## config.mk

```make
export PLATFORM = sky130hd
export DESIGN_NAME = sr_pulse_driver_flat
export DESIGN_NICKNAME = d
export VERILOG_FILES = /design/src/rtl/sr_pulse_driver_if.sv /design/src/rtl/sr_pulse_driver.sv /design/src/flat_wrapper.sv
export SDC_FILE = /design/constraint.sdc
export NUM_CORES = 1
export LEC_CHECK = 0
export ABC_AREA = 1
export BUFFER_PORTS_ARGS = -buffer_cell sky130_fd_sc_hd__buf_2
export CELL_PAD_IN_SITES_DETAIL_PLACEMENT = 1
export CELL_PAD_IN_SITES_GLOBAL_PLACEMENT = 2
export CORE_AREA = 2 2 59 61
export CTS_CLUSTER_DIAMETER = 80
export DETAILED_ROUTE_END_ITERATION = 10
export DIE_AREA = 0 0 61 63
export PLACE_DENSITY_LB_ADDON = 0.1
export SLEW_MARGIN = 40
export SYNTH_ARGS = -nofsm -noshare
export SYNTH_HDL_FRONTEND = slang
export SYNTH_SLANG_ARGS = --single-unit
```

## constraint.sdc

```tcl
create_clock -name clk -period 1.45 [get_ports clk]
set_clock_uncertainty 0.1 [all_clocks]
set_input_delay 0.0725 -clock clk [delete_from_list [all_inputs] [get_ports clk]]
set_output_delay 0.0725 -clock clk [all_outputs]
set_load 0.005 [all_outputs]
```

## src/rtl/sr_pulse_driver_if.sv

```systemverilog
// Request/drive bundle between a requester and sr_pulse_driver.
// The requester also supplies q_fb, the latch output fed back from the board.
interface sr_pulse_driver_if;
    logic set_req;
    logic clr_req;
    logic req_ready;
    logic S;
    logic R;
    logic q_fb;
    logic done;
    logic err;

    modport slave (
        input  set_req, clr_req, q_fb,
        output req_ready, S, R, done, err
    );

    modport master (
        output set_req, clr_req, q_fb,
        input  req_ready, S, R, done, err
    );
endinterface

```

## src/rtl/sr_pulse_driver.sv

```systemverilog
// Sequences guarded, fixed-width S/R pulses into a NOR SR latch, one command at a time.
// Define SR_PULSE_VERIFY_EN to synchronize q_fb and check the latch state after each pulse.
module sr_pulse_driver #(
    parameter int unsigned PULSE_W = 2,
    parameter int unsigned GAP_W   = 1
) (
    input logic              clk,
    input logic              rst_n,
    sr_pulse_driver_if.slave bus
);
    typedef enum logic [1:0] {
        IDLE  = 2'd0,
        GAP   = 2'd1,
        PULSE = 2'd2,
        CHECK = 2'd3
    } state_t;

    // Counters are preloaded with width-1 so that reaching 0 ends the phase.
    localparam logic [3:0] GAP_LD = 4'(GAP_W - 1);
    localparam logic [3:0] PLS_LD = 4'(PULSE_W - 1);

    state_t     r_state;
    logic       r_cmd;
    logic       r_ready;
    logic       r_s;
    logic       r_r;
    logic       r_done;
    logic       r_err;
    logic [3:0] r_gap_cnt;
    logic [3:0] r_pls_cnt;

    logic w_accept;
    logic w_conflict;
    logic w_fb_bad;

    assign w_accept   = r_ready & (bus.set_req ^ bus.clr_req);
    assign w_conflict = r_ready & bus.set_req & bus.clr_req;

`ifdef SR_PULSE_VERIFY_EN
    logic r_q_s1;
    logic r_q_s2;

    always_ff @(posedge clk or negedge rst_n) begin
        if (!rst_n) begin
            r_q_s1 <= 1'b0;
            r_q_s2 <= 1'b0;
        end else begin
            r_q_s1 <= bus.q_fb;
            r_q_s2 <= r_q_s1;
        end
    end

    assign w_fb_bad = (r_q_s2 != r_cmd);
`else
    assign w_fb_bad = 1'b0;
`endif

    always_ff @(posedge clk or negedge rst_n) begin
        if (!rst_n) begin
            r_state   <= IDLE;
            r_cmd     <= 1'b0;
            r_ready   <= 1'b0;
            r_s       <= 1'b0;
            r_r       <= 1'b0;
            r_done    <= 1'b0;
            r_err     <= 1'b0;
            r_gap_cnt <= 4'd0;
            r_pls_cnt <= 4'd0;
        end else begin
            r_done <= 1'b0;
            r_err  <= 1'b0;
            case (r_state)
                IDLE: begin
                    if (w_accept) begin
                        r_cmd     <= bus.set_req;
                        r_gap_cnt <= GAP_LD;
                        r_ready   <= 1'b0;
                        r_state   <= GAP;
                    end else begin
                        r_ready <= 1'b1;
                        r_err   <= w_conflict;
                    end
                end
                GAP: begin
                    if (r_gap_cnt == 4'd0) begin
                        r_pls_cnt <= PLS_LD;
                        r_s       <= r_cmd;
                        r_r       <= ~r_cmd;
                        r_state   <= PULSE;
                    end else begin
                        r_gap_cnt <= r_gap_cnt - 4'd1;
                    end
                end
                PULSE: begin
                    if (r_pls_cnt == 4'd0) begin
                        r_s     <= 1'b0;
                        r_r     <= 1'b0;
                        r_state <= CHECK;
                    end else begin
                        r_pls_cnt <= r_pls_cnt - 4'd1;
                    end
                end
                CHECK: begin
                    r_done  <= 1'b1;
                    r_err   <= w_fb_bad;
                    r_ready <= 1'b1;
                    r_state <= IDLE;
                end
                default: r_state <= IDLE;
            endcase
        end
    end

    assign bus.req_ready = r_ready;
    assign bus.S         = r_s;
    assign bus.R         = r_r;
    assign bus.done      = r_done;
    assign bus.err       = r_err;
endmodule

```

## src/flat_wrapper.sv

```systemverilog
// flat-port wrapper written by rule: the top's interface ports become plain ports
module sr_pulse_driver_flat 
#(
    parameter int unsigned PULSE_W = 2,
    parameter int unsigned GAP_W   = 1
)
  (clk, rst_n, bus_set_req, bus_clr_req, bus_q_fb, bus_req_ready, bus_S, bus_R, bus_done, bus_err);
  sr_pulse_driver_if bus_i ();
  input logic clk;
  input logic rst_n;
  input wire logic [$bits(bus_i.set_req)-1:0] bus_set_req;
  input wire logic [$bits(bus_i.clr_req)-1:0] bus_clr_req;
  input wire logic [$bits(bus_i.q_fb)-1:0] bus_q_fb;
  output wire logic [$bits(bus_i.req_ready)-1:0] bus_req_ready;
  output wire logic [$bits(bus_i.S)-1:0] bus_S;
  output wire logic [$bits(bus_i.R)-1:0] bus_R;
  output wire logic [$bits(bus_i.done)-1:0] bus_done;
  output wire logic [$bits(bus_i.err)-1:0] bus_err;
  assign bus_i.set_req = bus_set_req;
  assign bus_i.clr_req = bus_clr_req;
  assign bus_i.q_fb = bus_q_fb;
  assign bus_req_ready = bus_i.req_ready;
  assign bus_S = bus_i.S;
  assign bus_R = bus_i.R;
  assign bus_done = bus_i.done;
  assign bus_err = bus_i.err;
  sr_pulse_driver #(.PULSE_W(PULSE_W), .GAP_W(GAP_W)) u_core (.clk(clk), .rst_n(rst_n), .bus(bus_i));
endmodule
```

Yosys cells after proc, flatten, opt, wreduce, memory -nomap -nowiden
Index checks and enable logic that the tools add are counted.
{ "totals": {"word_cells": 55, "input_bits": 5, "output_inout_bits": 5, "ff_bits": 16} }
{ "op_classes": {"n_reduce_logical": 11, "n_eq_ne": 8, "mux": 20, "bitwise_logic": 5, "addsub": 2} }
{ "ops": {"columns": ["cell", "count"], "rows": [
  ["$mux 4", 4],
  ["$pmux 4 s2", 2],
  ["$reduce_and 3->1", 4],
  ["$logic_not 4->1", 2],
  ["$pmux 2 s4", 1],
  ["$sub 4x1->4 const B", 2],
  ["$mux 1", 7],
  ["$mux 2", 3],
  ["$ne 2x1->1 const B", 3],
  ["$pmux 1 s2", 3],
  ["$reduce_bool 2->1", 3],
  ["$eq 2x2->1 const B", 2],
  ["$ne 2x2->1 const B", 2],
  ["$and 1x1->1", 3],
  ["$eq 2x1->1 const B", 1],
  ["$logic_not 2->1", 1],
  ["$reduce_and 2->1", 1],
  ["$not 1->1", 1],
  ["$xor 1x1->1", 1]
]} }

Depth between registers and ports, before layout
Gate-level depths: netlist (run 1).
{ "depth": {"ltp_word": 4, "depth_mapped": 9, "depth_no_buf": 9} }

Worst setup path after synthesis (run 1)
Ideal clock, no wire load.
{ "synth_timing": {"path_kind": "reg2reg", "start": "register u_core.r_state[0]", "end": "register u_core.r_pls_cnt[3]", "setup_time_ns": 0.065, "required_ns": 1.285, "setup_slack_ns": 0.146, "path_stages_with_launch": 9, "arrival_time_ns": 1.139, "path_buffers": 0, "synth_period_minus_slack_ns": 1.304, "cell_sequence": "dfrtp_1 > inv_1 > ha_1 > inv_1 > nor2_1 > inv_1 > nand2_2 > nand2_1 > nand2_1"} }
{ "synth_via": {"elab_chain_len": 3, "word_cells_on_any_way": 7, "cone_classes": "eq/ne: 4; mux: 1; reduce/logical: 2"} }
{ "synth_lines": {"columns": ["element", "line_no", "source"], "rows": [
  ["start, declared", "sr_pulse_driver.sv:22", "state_t r_state;"],
  ["start signal, assigned", "sr_pulse_driver.sv:60", "r_state <= IDLE;"],
  ["start signal, assigned", "sr_pulse_driver.sv:78", "r_state <= GAP;"],
  ["start signal, assigned", "sr_pulse_driver.sv:89", "r_state <= PULSE;"],
  ["$eq 2x2->1 or $eq 2x1->1 (tied branches)", "sr_pulse_driver.sv:72", "case (r_state)"],
  ["$ne 2x2->1 (no line), or another cell as far along", null, null],
  ["$reduce_and 3->1 (no line)", null, null],
  ["end signal, assigned", "sr_pulse_driver.sv:100", "r_pls_cnt <= r_pls_cnt - 4'd1;"],
  ["end, declared", "sr_pulse_driver.sv:30", "logic [3:0] r_pls_cnt;"]
]} }
Several ways; a longest one is shown, not always the timed one.
A chain may end at the register's enable or synchronous reset.

Final worst setup path (run 1)
{ "layout_timing": {"start": "input bus_set_req", "end": "register u_core.r_err (netlist: u_core.bus.err)"} }
{ "layout_via": {"elab_chain_len": 4, "word_cells_on_any_way": 6, "cone_classes": "mux: 2; bitwise: 4"} }
{ "layout_lines": {"columns": ["element", "line_no", "source"], "rows": [
  ["start, declared", "flat_wrapper.sv:11", "input wire logic [$bits(bus_i.set_req)-1:0] bus_set_req;"],
  ["$and 1x1->1 or $xor 1x1->1 (tied branches)", "sr_pulse_driver.sv:37, sr_pulse_driver.sv:36", null],
  ["$and 1x1->1, on equally long branches", "sr_pulse_driver.sv:37, sr_pulse_driver.sv:36", null],
  ["$mux 1 *", "sr_pulse_driver.sv:74", "if (w_accept) begin"],
  ["$mux 1 *", "sr_pulse_driver.sv:72", null],
  ["end signal, assigned", "sr_pulse_driver.sv:81", "r_err <= w_conflict;"],
  ["end signal, assigned", "sr_pulse_driver.sv:105", "r_err <= w_fb_bad;"],
  ["end, declared", "sr_pulse_driver.sv:28", "logic r_err;"]
]} }
Mark *: on every way between the ends. The rest lies on a longest branch, timed or not.

==> impl_metrics.csv, run 1 <==
group,metric,value,unit
placement,dp_slack,-0.00697,ns
pwr,p_leak,0.000627,µW
critical_path,critPathKind,"input port to flop",
clock_tree,cts.path.max_buffers,2,
die,die_y,63,µm
pwr,p_comb_share,60.5,%
critical_path,reg2reg_depth,9,
critical_path,critPathMaxStageDelay,0.58,ns
critical_path,worstSetupEndpointType,"flop",
detailed_routing,wl_per_cell,11.4,µm
die,die_x,61,µm
yosys,synth_fa_ha_area_share,10.7,%
yosys,synthesis.nets,132,
detailed_routing,via_per_inst,4.25,
yosys,syn_inst,119,
timing,fmax,737,MHz
detailed_routing,post-route-drc-count,0,
yosys,synthSimpleGateAreaFrac,35.2,%
pwr,internal_power,1470,µW
timing,grt_setup_unrepaired,"yes",
finish,drive_gt1_share,27.9,%
grt,antenna_found_initial,0,
pwr,p_sw,1300,µW
yosys,yosys_register_bits,16,
timing,worst_pin_slew,0.389,ns
finish,final_cell_mix,"nand2_1, inv_1, dfrtp_1",
clock_tree,cts_root_buf,"clkbuf_4",
critical_path,reg2reg_slack,0.09,ns
finish,diodes,0,
critical_path,r2r-start,"u_core.r_gap_cnt[1]",
finish,multiInputGateArea,528,µm²
yosys,synthesis.area,940,µm²
pwr,seqPwrFrac,28.6,%
die,start_util,29.1,%
clock_tree,cts.sinks,16,
clock_tree,cts_tree,"done",
grt,grt_pass1_wl,3.71,mm
grt,met1_usage,14.4,%
die,rows,21,
finish,regArea,403,µm²
grt,grt_overflow,0,
run_status,outcome,"finished, final reports clean",
die,io-pin-count,10,
grt,use_met3,1.86,%
timing,slew_headroom,74.1,%
critical_path,worst-path-buf-inv,3,
worst_hold_path,hp-class,"input port to asynchronous set/reset pin",
yosys,synth.avg_cell_area,7.90,µm²
clock_tree,clk_latency,0.29,ns
timing,finalWorstSetupSlack,0.0935,ns
finish,areaGrowthSynthToFinish,28.9,%
placement,placed_cells,177,
placement,dp_hpwl,1.63,mm
clock_tree,htree_num_levels,1,
critical_path,cp_data_required_time,1.54,ns
flow_run,max-cap-violations,0,
critical_path,worst-path-max-fanout,3,
critical_path,critPathLaunchType,"input port",
pwr,powerDensity,2290,mW/mm²
placement,portBuffers,8,
timing,min_period,1.36,ns
yosys,synth_cell_types,17,
critical_path,crit_family,"buffers and inverters",
yosys,yosysSeqAreaShare,42.6,%
die,coreArea,0.00323,mm²
critical_path,cpMostUsedCell,"dlygate4sd3_1",
detailed_routing,via_count,790,
yosys,synth_top_family_by_area,"simple AND/OR/NAND/NOR gates",
critical_path,crit_arrival,1.44,ns
critical_path,r2r_end,"u_core.r_pls_cnt[1]",
timing,fin_setup_tns,0,ns
detailed_routing,dr.pass1.iters,4,
detailed_routing,antenna_left,0,
pwr,clock_power_share,11.0,%
critical_path,slowest_stage,"dlygate4sd3_1",
finish,final_nets,154,
yosys,synth.area.mux_share,0,%
placement,globalplace.congestion,0.761,
yosys,synth_compound_area_share,2.66,%
pwr,swShare,47.0,%
yosys,synth_xor_area_share,1.86,%
clock_tree,clkTransAtPathRegs,0.10,ns
finish,fin_util,37.5,%
yosys,yosysWarnings,0,
timing,final-setup-viol-count,0,
grt,grt-busiest-layer,"met2",
pwr,peakVddDrop,0.000606,V
clock_tree,cts_buffers,3,
finish,fill_cells,415,
grt,grt_max_degree,17,
die,die_area,0.00384,mm²
timing,hold_viol,0,
finish,final_common_cell,"nand2_1",
grt,grt_pass1_vias,897,
detailed_routing,finalWirelength,2.12,mm
critical_path,crit_chain,"dlygate4sd3_1, buf_2, nand2_1, dlygate4sd3_1, nor3_2",
timing,slew_viol_final,0,
detailed_routing,drtIter0Drc,4,
grt,grt_use_met2,23.5,%
grt,grt_usage,13.0,%
finish,final_cells,186,
timing,fin_crit_sh,93.6,%
-- logic make-up after synthesis --
logic type | after synthesis
fa+ha+maj | 8
buf+inv | 17
simple gates | 71
xor+xnor | 2
compound gates | 5
flops | 16
-- layout make-up --
class	count	area share (%)
Inverter	17	5.68
Tap cell	46	4.75
Clock buffer	4	3.00
Timing Repair Buffer	17	9.71
Sequential cell	16	33.3
Multi-Input combinational cell	86	43.6
-- metrics by stage --
stage	hold slack, ns	power (µW)	area, µm²
6_report	0.124	2780	1210
3_5_place_dp	-0.0775	2320	1070
4_1_cts	0.134	2650	1150
5_1_grt	0.153	3090	1210
2_1_floorplan	-0.323	1870	940
3_3_place_gp	-0.0794	2280	1070
-- power by group through the flow --
stage | Clock (µW) | Sequential [µW] | Combinational (µW)
3_3_place_gp | 0 | 773 | 1510
3_5_place_dp | 0 | 781 | 1540
6_report | 304 | 793 | 1680
5_1_grt | 339 | 821 | 1930
4_1_cts | 317 | 773 | 1560
2_1_floorplan | 0 | 750 | 1120
-- synthesized netlist by cell type, drive strengths merged --
library cell,instances,area share (%)
a21oi,3,1.6
dfrtp,16,43
ha,8,11
inv,17,7.1
nand2,44,22
nand3,11,5.9
nand4,2,1.3
nor2,12,5.3
nor3,2,1.1
o21ai,2,1.1
xnor2,1,0.93
xor2,1,0.93
-- flip-flops by register name, summed over array words and instances, names as in the netlist --
name,cells
u_core.r_pls_cnt,4
u_core.bus.S,1
u_core.r_gap_cnt,4
u_core.bus.err,1
u_core.bus.req_ready,1
u_core.bus.R,1
u_core.bus.done,1
u_core.r_cmd,1
u_core.r_state,2
-- routing by layer --
metal / wire (µm) / share of wire, % / vias up
met5: 0 / 0 / -
met4: 19 / 0.90 / 0
met3: 24 / 1.1 / 2
met2: 1180 / 56 / 1
met1: 896 / 42 / 377
li1: - / - / 410
-- worst max-delay path by stage --
stage | start | endpoint | slack (ns) | depth (start not counted)
2_1_floorplan | u_core.r_state[0] | u_core.r_pls_cnt[3] | 0.15 | 8
3_5_place_dp | u_core.r_state[1] | u_core.r_gap_cnt[3] | -0.007 | 8
3_3_place_gp | u_core.r_state[0] | u_core.r_pls_cnt[3] | 0.04 | 8
5_1_grt | u_core.r_gap_cnt[1] | u_core.r_gap_cnt[3] | -0.006 | 8
6_report | bus_set_req | u_core.bus.err | 0.09 | 5
4_1_cts | u_core.r_state[1] | u_core.r_pls_cnt[1] | 0.008 | 7
-- what timing repair did --
| item | in CTS | in global routing |
|---|---|---|
| hold endpoints to repair | 18 | 0 |
| buffers inserted | 0 | 1 |
| pin swaps | 0 | 2 |
| endpoints found under the setup margin | 5 | 13 |
| resized for setup | 2 | 12 |
| hold buffers | 4 | 0 |
Note: power is estimated with default switching activity, not from simulation.
==> inputs of run 2 (changes only) <==
Settings changed: ABC_AREA 1 to 0, CORE_AREA 2 2 59 61 to 2 2 58 60, DIE_AREA 0 0 61 63 to 0 0 60 62.
==> run 2 against run 1 <==
Effect of this change:
- the flow now finishes with violations (negative setup slack)
- worst setup slack got worse by 0.29 ns
- synthesized area fell by 5.5%
- register-to-register slack got worse by 0.29 ns
- total power rose by 27%
- clock-buffer cell count fell by 1
- non-clock buffer count rose by 29
- hold slack got worse by 0.12 ns
- final cell count fell by 2.7%
- sequential cell count did not move
- fmax fell by 18%
- cell area rose by 19%
- critical path type is now flop to flop
- critical endpoint is now u_core.r_state[1]
- highest routed layer unchanged
==> impl_metrics.csv, run 2 <==
group,metric,value,unit
critical_path,reg2reg_depth,6,
critical_path,cp_data_required_time,1.53,ns
die,die_x,60,µm
critical_path,critPathMaxStageDelay,0.40,ns
yosys,ys.flop_type,"dfrtp_1",
finish,final_nets,150,
yosys,synthArstFlopShare,100,%
clock_tree,cts.sinks,16,
detailed_routing,wl_per_cell,13.4,µm
timing,fin_crit_sh,114,%
pwr,powerDensity,2460,mW/mm²
clock_tree,cts_root_buf,"clkbuf_4",
placement,dp_hpwl,1.79,mm
critical_path,reg2reg_slack,-0.20,ns
grt,grt-busiest-layer,"met2",
grt,grt_pass1_vias,891,
run_status,violations,"negative setup slack",
critical_path,critPathLaunchType,"flop",
grt,grt_pass1_wl,3.95,mm
die,io-pin-count,10,
grt,grt_overflow,0,
yosys,synth_top_area_cell,"dfrtp_1",
critical_path,critPathKind,"flop to flop",
timing,slew_viol_final,0,
timing,hold_viol,0,
grt,grt_use_met2,27.5,%
timing,fin_setup_tns,-1.29,ns
yosys,synthesis.nets,101,
clock_tree,cts_buffers,3,
detailed_routing,antenna_left,0,
clock_tree,cts.path.max_buffers,2,
detailed_routing,via_per_inst,4.73,
critical_path,crit_arrival,1.72,ns
yosys,syn_inst,88,
critical_path,r2r-start,"u_core.r_pls_cnt[0]",
critical_path,worstSetupEndpointType,"flop",
die,start_util,27.9,%
finish,fill_cells,361,
yosys,yosys_register_bits,16,
grt,grt_usage,14.7,%
flow_run,max-cap-violations,0,
timing,finalWorstSetupSlack,-0.198,ns
yosys,synth.avg_cell_area,10.1,µm²
finish,reg.largest.list,"u_core.r_gap_cnt (4), u_core.r_pls_cnt (4), u_core.r_state (2)",
die,die_area,0.00372,mm²
yosys,yosysTopAreaCellShare,45.1,%
finish,diodes,0,
yosys,synth_area_leaders,"dfrtp_1, ha_1, o21ai_0",
die,die_y,62,µm
die,rows,21,
detailed_routing,post-route-drc-count,0,
finish,drive_gt1_share,60.0,%
finish,fin_util,45.2,%
timing,fmax,607,MHz
critical_path,crit_chain,"inv_2, ha_4, nor3b_4, nor2b_4, nor3_4, mux2_4",
grt,use_met3,1.86,%
yosys,yosysSeqAreaShare,45.1,%
worst_hold_path,min_path_cells,3,
timing,grt_setup_unrepaired,"yes",
yosys,synth_cell_types,28,
timing,final-setup-viol-count,12,
clock_tree,htree_num_levels,1,
finish,areaGrowthSynthToFinish,61.7,%
timing,slew_headroom,74.1,%
worst_hold_path,hp-start,"bus_set_req",
finish,final_cell_mix,"buf_4, dfrtp_1, buf_2",
grt,met1_usage,16.9,%
critical_path,worst-path-max-fanout,2,
worst_hold_path,worstHoldEndpoint,"u_core.r_cmd",
finish,final_common_cell,"buf_4",
detailed_routing,drtIter0Drc,15,
pwr,p_leak,0.000657,µW
die,coreArea,0.00318,mm²
pwr,peakVddDrop,0.000782,V
clock_tree,clkTransAtPathRegs,0.10,ns
run_status,outcome,"finished with violations",
clock_tree,cts_tree,"done",
worst_hold_path,hp-class,"input port to flop",
yosys,synth_most_common_cell,"dfrtp_1",
grt,antenna_found_initial,0,
detailed_routing,via_count,857,
detailed_routing,finalWirelength,2.43,mm
critical_path,r2r_end,"u_core.r_state[1]",
critical_path,worst-path-buf-inv,1,
detailed_routing,dr.pass1.iters,4,
clock_tree,clk_latency,0.29,ns
yosys,yosysWarnings,0,
critical_path,slowest_stage,"dfrtp_1",
yosys,synth_common_cells,"dfrtp_1, o21ai_0, ha_1, inv_1, nand2_1",
timing,worst_pin_slew,0.389,ns
placement,portBuffers,8,
yosys,synth-edff-count,0,
placement,globalplace.congestion,0.711,
yosys,synthesis.area,888,µm²
timing,min_period,1.65,ns
critical_path,crit_family,"simple AND/OR/NAND/NOR gates",
grt,grt_max_degree,17,
-- run 2: worst min-delay path, stage by stage --
cell	delay [ns]
buf_2	0.11
o21ai_0	0.10
o21ai_0	0.07
-- run 2: kinds of logic after synthesis --
logic type | count (synthesis) | share of synthesized area, %
compound gates | 27 | 20.3
simple gates | 25 | 16.6
flops | 16 | 45.1
buf+inv | 10 | 4.51
fa+ha+maj | 8 | 11.3
xor+xnor | 1 | 0.986
mux | 1 | 1.27
-- run 2: what timing repair did --
action	CTS	global route
pin swaps	2	7
hold endpoints to repair	17	0
hold buffers	2	0
cloned	0	0
buffers inserted	8	1
gates resized for setup	16	16
setup endpoints to repair	13	13
-- run 2: final cells by class --
cell class | instances | area, µm² | area share (%)
repair buffers | 46 | 338 | 23.5
well taps | 46 | 57.6 | 4.01
clock buffers | 3 | 22.5 | 1.57
flip-flops and latches | 16 | 400 | 27.9
multi-input cells | 62 | 588 | 40.9
inverters | 8 | 30.0 | 2.09
-- run 2: how the worst max path moves through the flow --
stage	from	endpoint	slack [ns]	cells after the start
3_3_place_gp	u_core.r_state[0]	u_core.r_gap_cnt[1]	-0.24	6
3_5_place_dp	u_core.r_state[0]	u_core.r_gap_cnt[1]	-0.25	6
2_1_floorplan	u_core.r_pls_cnt[0]	u_core.r_state[1]	-0.17	6
4_1_cts	u_core.r_gap_cnt[0]	u_core.bus.R	-0.17	7
6_report	u_core.r_pls_cnt[0]	u_core.r_state[1]	-0.20	6
5_1_grt	u_core.r_pls_cnt[0]	u_core.r_state[1]	-0.26	6
-- run 2: metal layers --
layer	up-vias	wire (µm)
li1	412	-
met4	0	33
met5	-	0
met1	427	1050
met2	13	1290
met3	5	57
-- run 2: through the flow --
stage                     total power [µW]  cell area, µm²  hold WS [ns]  cells  worst slack [ns]
final                                 3530            1440       0.00771    181            -0.198
after global routing                  3860            1440        0.0133    181            -0.258
after CTS                             3320            1380       0.00189    180            -0.171
after detailed placement              2730            1220       -0.0665    167            -0.246
after global placement                2670            1220       -0.0798    167            -0.237
after floorplan                       1900             943        -0.323     88            -0.171
-- run 2: power breakdown --
group | switching (µW) | total (µW) | internal [µW]
sequential | 132 | 756 | 624
combinational | 1150 | 2530 | 1380
clock | 147 | 244 | 96.5
==> inputs of run 3 (changes only) <==
Settings changed: PLACE_DENSITY_LB_ADDON 0.1 to 0.3, RECOVER_POWER set to 100.
==> run 3 against run 2 <==
Effect of this change:
- the flow still finishes with violations (negative setup slack)
- sequential power rose by 0.8%
- hold slack better by 0.033 ns
- worst setup slack worse by 0.019 ns
- utilization grew 0.87 points
- routed wire length shrank 3.9%
- critical path depth unchanged
- combinational power about the same
- cell area grew 1.9%
- largest power group unchanged
==> impl_metrics.csv, run 3 (synthesis results as in run 2) <==
group,metric,value,unit
flow_run,max-cap-violations,0,
grt,grt_overflow,0,
timing,min_period,1.67,ns
die,io-pin-count,10,
grt,grt_pass1_vias,868,
clock_tree,cts.sinks,16,
finish,areaGrowthSynthToFinish,64.8,%
run_status,outcome,"finished with violations",
pwr,powerDensity,2460,mW/mm²
finish,fin_util,46.0,%
finish,final_cell_mix,"buf_4, dfrtp_1, nand2_1",
detailed_routing,finalWirelength,2.34,mm
grt,grt_usage,14.5,%
detailed_routing,via_per_inst,4.64,
timing,grt_setup_unrepaired,"yes",
grt,antenna_found_initial,0,
placement,dp_hpwl,1.71,mm
grt,grt_max_degree,17,
clock_tree,htree_num_levels,1,
detailed_routing,dr.pass1.iters,4,
finish,reg.largest.list,"u_core.r_gap_cnt (4), u_core.r_pls_cnt (4), u_core.r_state (2)",
finish,drive_gt1_share,55.5,%
pwr,p_leak,0.000658,µW
die,rows,21,
finish,final_common_cell,"buf_4",
timing,whs,0.0406,ns
timing,worst_pin_slew,0.910,ns
clock_tree,clk_latency,0.29,ns
timing,finalWorstSetupSlack,-0.217,ns
grt,grt_pass1_wl,3.88,mm
placement,dpl-instance-area,0.00122,mm²
timing,fmax,600,MHz
die,coreArea,0.00318,mm²
clock_tree,cts.path.max_buffers,2,
die,die_area,0.00372,mm²
clock_tree,cts_buffers,3,
critical_path,worst-path-max-fanout,3,
critical_path,worstSetupEndpointType,"flop",
pwr,peakVddDrop,0.000577,V
detailed_routing,via_count,850,
critical_path,crit_arrival,1.75,ns
detailed_routing,wl_per_cell,12.8,µm
worst_hold_path,min_path_cells,2,
die,start_util,27.9,%
critical_path,critPathKind,"flop to flop",
detailed_routing,drtIter0Drc,6,
timing,slew_viol_final,0,
die,die_y,62,µm
run_status,violations,"negative setup slack",
timing,fin_crit_sh,115,%
finish,final_nets,151,
detailed_routing,antenna_left,0,
critical_path,cp_data_required_time,1.53,ns
detailed_routing,post-route-drc-count,0,
critical_path,critPathLaunchType,"flop",
timing,final-setup-viol-count,12,
timing,slew_headroom,39.4,%
placement,portBuffers,8,
critical_path,reg2reg_depth,6,
clock_tree,cts_root_buf,"clkbuf_4",
finish,fin_area,0.00146,mm²
die,die_x,60,µm
clock_tree,clkTransAtPathRegs,0.10,ns
clock_tree,cts_tree,"done",
finish,diodes,0,
worst_hold_path,hp-class,"input port to flop",
timing,hold_viol,0,
placement,globalplace.congestion,0.800,
## run 3: cell count changes in the layout (fill, tap and decap cells not counted), sizes merged
| cell | delta |
|---|---|
| buf | -4 |
| clkbuf | +5 |
| dlygate4sd3 | +1 |
## run 3: repair_timing
item                                    CTS  global route
gates resized for setup                  22             8
endpoints found under the setup margin   12            12
hold endpoints to repair                 17             0
buffers inserted                          6             3
hold buffers                              3             0
pin swaps                                 4             3
## run 3: metal layers
metal	wire [µm]	track usage, %	part of all wire [%]
met1	950	16.1	41
met2	1290	27.0	55
met3	55	2.48	2.4
met4	42	6.67	1.8
met5	0	0	0
## run 3: through the flow
| step | setup TNS, ns | total power [µW] | worst slack, ns | instances |
|---|---|---|---|---|
| after global routing | -2.82 | 3920 | -0.311 | 183 |
| after CTS | -1.43 | 3510 | -0.210 | 180 |
| after floorplan | -0.395 | 1900 | -0.171 | 88 |
| after global placement | -1.81 | 2650 | -0.201 | 167 |
| final | -1.65 | 3600 | -0.217 | 183 |
| after detailed placement | -2.05 | 2740 | -0.220 | 167 |
## run 3: final timing paths
path                                     startpoint                   to  slack [ns]
worst max-delay path            u_core.r_gap_cnt[1]    u_core.r_state[1]       -0.22
worst min register to register         u_core.bus.R         u_core.bus.R        0.41
min in group asynchronous                     rst_n  u_core.r_pls_cnt[2]        0.31
worst max register to register  u_core.r_gap_cnt[1]    u_core.r_state[1]       -0.22
max in group asynchronous                     rst_n  u_core.r_gap_cnt[3]        0.38
worst min-delay path                    bus_clr_req       u_core.bus.err        0.04
## run 3: cell type report
| class | count | area, µm² |
|---|---|---|
| Clock buffer | 4 | 36.3 |
| Fill cell | 357 | 1720 |
| Inverter | 8 | 30.0 |
| Multi-Input combinational cell | 62 | 606 |
| Sequential cell | 16 | 400 |
| Tap cell | 46 | 57.6 |
| Timing Repair Buffer | 47 | 334 |
## run 3: where the power goes
part	internal [µW]	switching [µW]	total [µW]	leakage [µW]
clock network	153	153	306	0.0000210
logic	1380	1150	2530	0.000436
registers	624	138	762	0.000201
## run 3: worst max-delay path, stage by stage, from the launching register on
cell and delay (ns):
dfrtp_1 0.40, inv_2 0.08, ha_4 0.12, nor3b_4 0.27, nor2_4 0.08, nor3_4 0.19
mux2_4 0.31
